[config.mk]
export PLATFORM = sky130hd
export DESIGN_NAME = rf_hazard_ctrl
export DESIGN_NICKNAME = d
export VERILOG_FILES = /design/src/rtl/rf_hazard_ctrl.sv
export SDC_FILE = /design/constraint.sdc
export NUM_CORES = 1
export LEC_CHECK = 0
export BUFFER_PORTS_ARGS = -buffer_cell sky130_fd_sc_hd__buf_2
export CAP_MARGIN = 20
export CORE_AREA = 2 2 53 55
export DETAILED_ROUTE_END_ITERATION = 10
export DIE_AREA = 0 0 55 57
export GPL_TIMING_DRIVEN = 0
export REMOVE_ABC_BUFFERS = 1
export SLEW_MARGIN = 25
export SYNTH_ARGS = -nofsm -noshare
export SYNTH_HDL_FRONTEND = slang
export SYNTH_SLANG_ARGS = --single-unit
[constraint.sdc]
create_clock -name clk -period 2.2 [get_ports clk]
set_input_delay 0.33 -clock clk [delete_from_list [all_inputs] [get_ports clk]]
set_output_delay 0.33 -clock clk [all_outputs]
set_load 0.02 [all_outputs]
[src/rtl/rf_hazard_ctrl.sv]
// RF-stage forwarding select and load-use hazard control with a two-slot EX/MEM shadow pipeline.
// Optional perf counters (stall_cycles, load_use_events) enabled by defining HAZARD_PERF_CNT_EN.
module rf_hazard_ctrl #(
    parameter int ADDR_W   = 5,
    parameter int ZERO_REG = 31
`ifdef HAZARD_PERF_CNT_EN
    ,parameter int STALL_CNT_W = 32
`endif
) (
    input  logic              clk,
    input  logic              rst_n,
    input  logic              id_valid,
    input  logic [ADDR_W-1:0] id_rn,
    input  logic [ADDR_W-1:0] id_rb,
    input  logic              id_uses_a,
    input  logic              id_uses_b,
    input  logic [ADDR_W-1:0] id_rd,
    input  logic              id_reg_write,
    input  logic              id_mem_read,
    input  logic              flush,
    input  logic              mem_wait,
    output logic              forwarding_a_en,
    output logic              forwarding_source_a,
    output logic              forwarding_b_en,
    output logic              forwarding_source_b,
    output logic              stall,
    output logic              ex_bubble
`ifdef HAZARD_PERF_CNT_EN
    ,output logic [STALL_CNT_W-1:0] stall_cycles,
    output logic [STALL_CNT_W-1:0] load_use_events
`endif
);

    localparam logic [ADDR_W-1:0] ZR = ADDR_W'(ZERO_REG);

    typedef enum logic [1:0] {RUN, LOAD_USE, MEM_WAIT} state_t;
    state_t state_q, state_d;

    // MEM slot keeps no load flag: nothing downstream of MEM needs it
    logic              ex_v, ex_wr, ex_ld, mem_v, mem_wr;
    logic [ADDR_W-1:0] ex_rd, mem_rd;
    logic              seen_valid;

    logic ex_a, ex_b, mem_a, mem_b;
    logic load_use, bubble_raw, active;

    function automatic logic hit(input logic v, input logic wr,
                                 input logic [ADDR_W-1:0] rd, input logic [ADDR_W-1:0] r);
        return v & wr & (rd == r) & (r != ZR);
    endfunction

    always_comb begin
        ex_a  = hit(ex_v, ex_wr, ex_rd, id_rn);
        ex_b  = hit(ex_v, ex_wr, ex_rd, id_rb);
        mem_a = hit(mem_v, mem_wr, mem_rd, id_rn);
        mem_b = hit(mem_v, mem_wr, mem_rd, id_rb);

        load_use   = id_valid & ~flush & ex_ld & ((id_uses_a & ex_a) | (id_uses_b & ex_b));
        bubble_raw = load_use | flush | ~id_valid;
        // Outputs stay quiet in reset and until the first instruction shows up
        active     = rst_n & (seen_valid | id_valid);

        forwarding_a_en     = 1'b0;
        forwarding_source_a = 1'b0;
        forwarding_b_en     = 1'b0;
        forwarding_source_b = 1'b0;
        if (active & id_valid & id_uses_a) begin
            if (ex_a & ~ex_ld) begin
                forwarding_a_en = 1'b1;
            end else if (mem_a) begin
                forwarding_a_en     = 1'b1;
                forwarding_source_a = 1'b1;
            end
        end
        if (active & id_valid & id_uses_b) begin
            if (ex_b & ~ex_ld) begin
                forwarding_b_en = 1'b1;
            end else if (mem_b) begin
                forwarding_b_en     = 1'b1;
                forwarding_source_b = 1'b1;
            end
        end

        stall     = active & (mem_wait | load_use);
        ex_bubble = active & ~mem_wait & bubble_raw;
    end

    always_comb begin
        state_d = state_q;
        unique case (state_q)
            RUN:      if (mem_wait) state_d = MEM_WAIT;
                      else if (load_use) state_d = LOAD_USE;
            LOAD_USE: state_d = mem_wait ? MEM_WAIT : RUN;
            MEM_WAIT: if (!mem_wait) state_d = RUN;
            default:  state_d = RUN;
        endcase
    end

    always_ff @(posedge clk or negedge rst_n) begin
        if (!rst_n) begin
            state_q    <= RUN;
            seen_valid <= 1'b0;
            ex_v       <= 1'b0;
            ex_wr      <= 1'b0;
            ex_ld      <= 1'b0;
            ex_rd      <= '0;
            mem_v      <= 1'b0;
            mem_wr     <= 1'b0;
            mem_rd     <= '0;
        end else begin
            state_q <= state_d;
            if (id_valid) seen_valid <= 1'b1;
            if (!mem_wait) begin
                mem_v  <= ex_v;
                mem_wr <= ex_wr;
                mem_rd <= ex_rd;
                ex_v   <= ~bubble_raw;
                ex_wr  <= ~bubble_raw & id_reg_write;
                ex_ld  <= ~bubble_raw & id_mem_read;
                ex_rd  <= id_rd;
            end
        end
    end

`ifdef HAZARD_PERF_CNT_EN
    always_ff @(posedge clk or negedge rst_n) begin
        if (!rst_n) begin
            stall_cycles    <= '0;
            load_use_events <= '0;
        end else begin
            if (stall && !(&stall_cycles)) stall_cycles <= stall_cycles + 1'b1;
            if (state_q == RUN && state_d == LOAD_USE && !(&load_use_events))
                load_use_events <= load_use_events + 1'b1;
        end
    end
`endif

endmodule

==> flow_summary_export.csv <==
group,metric,value,unit
critical_path,cpPeakStageDelay,650,ps
synthesis,synth_area,979.7,µm²
placement,hpwlAfterDp,1608,µm
die,io_pins,30,
critical_path,end_kind,"output port",
sta,rsz0062_at_grt,"yes",
final_layout,area_delta_synth_final,27.46,%
placement,port_buffers,29,
power,vdd_ir_drop_max,0.3663,mV
sta,slew_headroom,51.67,%
die,core_region_area,2615,µm²
synthesis,yosysTopAreaCell,"dfrtp_1",
critical_path,crit_buf_inv,1,
grt,overflow,0,
synthesis,syn_inst,95,
critical_path,critPathSlowestCell,"or4_2",
die,num_rows,19,
flow_run,max_cap_violations,0,
clock_network,cts.sinks,16,
critical_path,worst_ep_arrival_time,2000,ps
sta,finalCritPeriodShare,106.0,%
critical_path,cpLargestDelayFamily,"simple AND/OR/NAND/NOR gates",
placement,dp_cells,153,
drt,firstDrtPassIters,4,
critical_path,crit_type,"register to output port",
grt,grt_first_pass_wirelength,3429,µm
critical_path,r2r_end,"ex_wr$_DFFE_PN0N_",
synthesis,synth_edf_count,0,
clock_network,clockBufferDepth,2,
status,violations,"setup timing",
drt,drtIter0Drc,20,
drt,post_drt_via_cell_ratio,5.101,
worst_hold_path,worstHoldStart,"id_rd[3]",
critical_path,crit_fanout,4,
placement,dpl_cell_area,1156,µm²
final_layout,final_util,47.75,%
drt,postRouteAntennaNets,0,
final_layout,final_cell_count_no_fill,158,
final_layout,fin_area,1249,µm²
synthesis,ys_warn_count,0,
clock_network,path_clk_slew,90,ps
final_layout,antenna_cells,0,
critical_path,cp.required,1870,ps
synthesis,ys_dominant_reg_cell,"dfrtp_1",
die,die_x,55,µm
grt,grt_max_degree,19,
clock_network,cts.htree.levels,1,
clock_network,clock_latency,280,ps
critical_path,r2r_slack,620,ps
final_layout,fin_nets,153,
grt,grt_pass1_vias,768,
worst_hold_path,hp-class,"input pin to register",
synthesis,syn_avg_cell_area,10.31,µm²
sta,setup_viol,4,
clock_network,root_buffer,"clkbuf_4",
grt,grtUsageTotal,15.25,%
clock_network,cts_tree,"done",
sta,timing.hold.ws,266.1,ps
sta,period_minus_slack,2332,ps
critical_path,path_cells,"xnor2_1, nand3_1, or4_2, nor3b_1, buf_2",
sta,slew_violations,0,
power,fin_total_pwr,682.7,µW
status,status,"finished with violations",
sta,tightest_slew,722.6,ps
sta,final-hold-violation-count,0,
synthesis,synth_top_area_share,40.87,%
synthesis,ys_seq_elements,16,
sta,max_freq,428.9,MHz
die,start_util,37.46,%
final_layout,drive_gt1_share,44.88,%
critical_path,ff2ff_path_depth,5,
power,leakage,0.5247,nW
placement,gp_congestion,0.8987,
drt,drc_errors,0,
worst_hold_path,whs_path_depth,2,
synthesis,ys_types,28,
worst_hold_path,hold_end,"ex_rd[3]$_DFFE_PN0N_",
synthesis,synth.area.top_cells,"dfrtp_1 (41%), mux2_2 (14%), xnor2_1 (12%)",
sta,skew,0.9927,ps
die,dieHeight,57,µm
drt,avgRoutedWirePerCell,13.85,µm
synthesis,synthArstFlopShare,100.0,%
grt,antenna_found_initial,0,
drt,vias,806,
power,powerDensity,546.7,nW/µm²
clock_network,numCtsBuffers,3,
synthesis,ys_seq_area_share,40.87,%
critical_path,start_kind,"register",
die,die_area,3135,µm²
sta,setup_slack,-131.8,ps
critical_path,rr_startpoint,"ex_rd[0]$_DFFE_PN0N_",
drt,finalWirelength,2188,µm
==> sequential cells by signal (all words and copies together) (netlist names) <==
register and count:
ex_v 1, mem_v 1, ex_wr 1, seen_valid 1, ex_rd 5, ex_ld 1
mem_rd 5, mem_wr 1
==> where the power goes <==
part | internal [mW] | total (mW) | switching, mW
logic | 0.0930 | 0.168 | 0.0753
clock network | 0.0636 | 0.156 | 0.0928
registers | 0.324 | 0.358 | 0.0339
==> Yosys cell counts, drive strengths merged, types with 2 or more instances <==
cell,number
or4,2
a21oi,5
clkbuf,2
nand3,8
a2111o,2
nand4,2
dfrtp,16
xor2,7
inv,2
nor3b,2
mux2,12
nand2,6
nor2,3
xnor2,13
o21ai,2
==> how the worst max path moves through the flow <==
| stage | depth (start not counted) | endpoint | start |
|---|---|---|---|
| floorplan | 4 | forwarding_a_en | ex_rd[3]$_DFFE_PN0N_ |
| global placement | 7 | stall | id_rb[4] |
| detailed placement | 7 | stall | id_rb[4] |
| CTS | 5 | forwarding_source_a | ex_rd[3]$_DFFE_PN0N_ |
| global route | 6 | stall | ex_rd[2]$_DFFE_PN0N_ |
| finish | 5 | forwarding_source_a | ex_rd[0]$_DFFE_PN0N_ |
==> repair_timing <==
action                                  in CTS  in global routing
gates resized for setup                      3                 10
pin swaps                                    4                  3
hold buffers                                 1                  0
buffers inserted                             1                  0
hold endpoints to repair                    16                  0
endpoints found under the setup margin       4                  6
==> metal layers <==
| layer | vias up | track usage, % | wire, µm |
|---|---|---|---|
| li1 | 404 | - | - |
| met1 | 377 | 19.93 | 974 |
| met2 | 17 | 22.79 | 1038 |
| met3 | 8 | 3.403 | 95 |
| met4 | 0 | 8.711 | 80 |
| met5 | - | 0 | 0 |
==> area by class of cell <==
class	instances	area, µm²
Clock buffer	3	22.52
Fill cell	258	1366
Inverter	2	7.507
Multi-Input combinational cell	75	604.3
Sequential cell	16	401.6
Tap cell	31	38.79
Timing Repair Buffer	31	173.9
==> cells by family (layout without fill, tap and decap cells) <==
family / Yosys count / after routing / synth area share (%)
buffers and inverters: 4 / 36 / 1.533
muxes: 12 / 12 / 13.79
and+or+nand+nor: 30 / 30 / 16.60
DFF: 16 / 16 / 40.87
xor gates and xnor gates: 20 / 20 / 17.88
AOI/OAI and AO/OA: 13 / 13 / 9.323
==> cell usage in the layout, fill, tap and decap left out, drive strengths merged, types with 3 or more instances in the layout <==
| cell | n |
|---|---|
| xor2 | 7 |
| a21oi | 5 |
| nand3 | 8 |
| nand2 | 6 |
| clkbuf | 3 |
| mux2 | 12 |
| nor2 | 3 |
| xnor2 | 13 |
| dfrtp | 16 |
| buf | 30 |
==> stage by stage <==
stage / setup TNS, ps / worst slack (ps)
final: -378.1 / -131.8
after global routing: -733.9 / -216.0
after CTS: -450.0 / -114.1
after detailed placement: 0 / 79.67
after global placement: 0 / 70.88
after floorplan: 0 / 180.1
(Power assumes the default switching activity.)
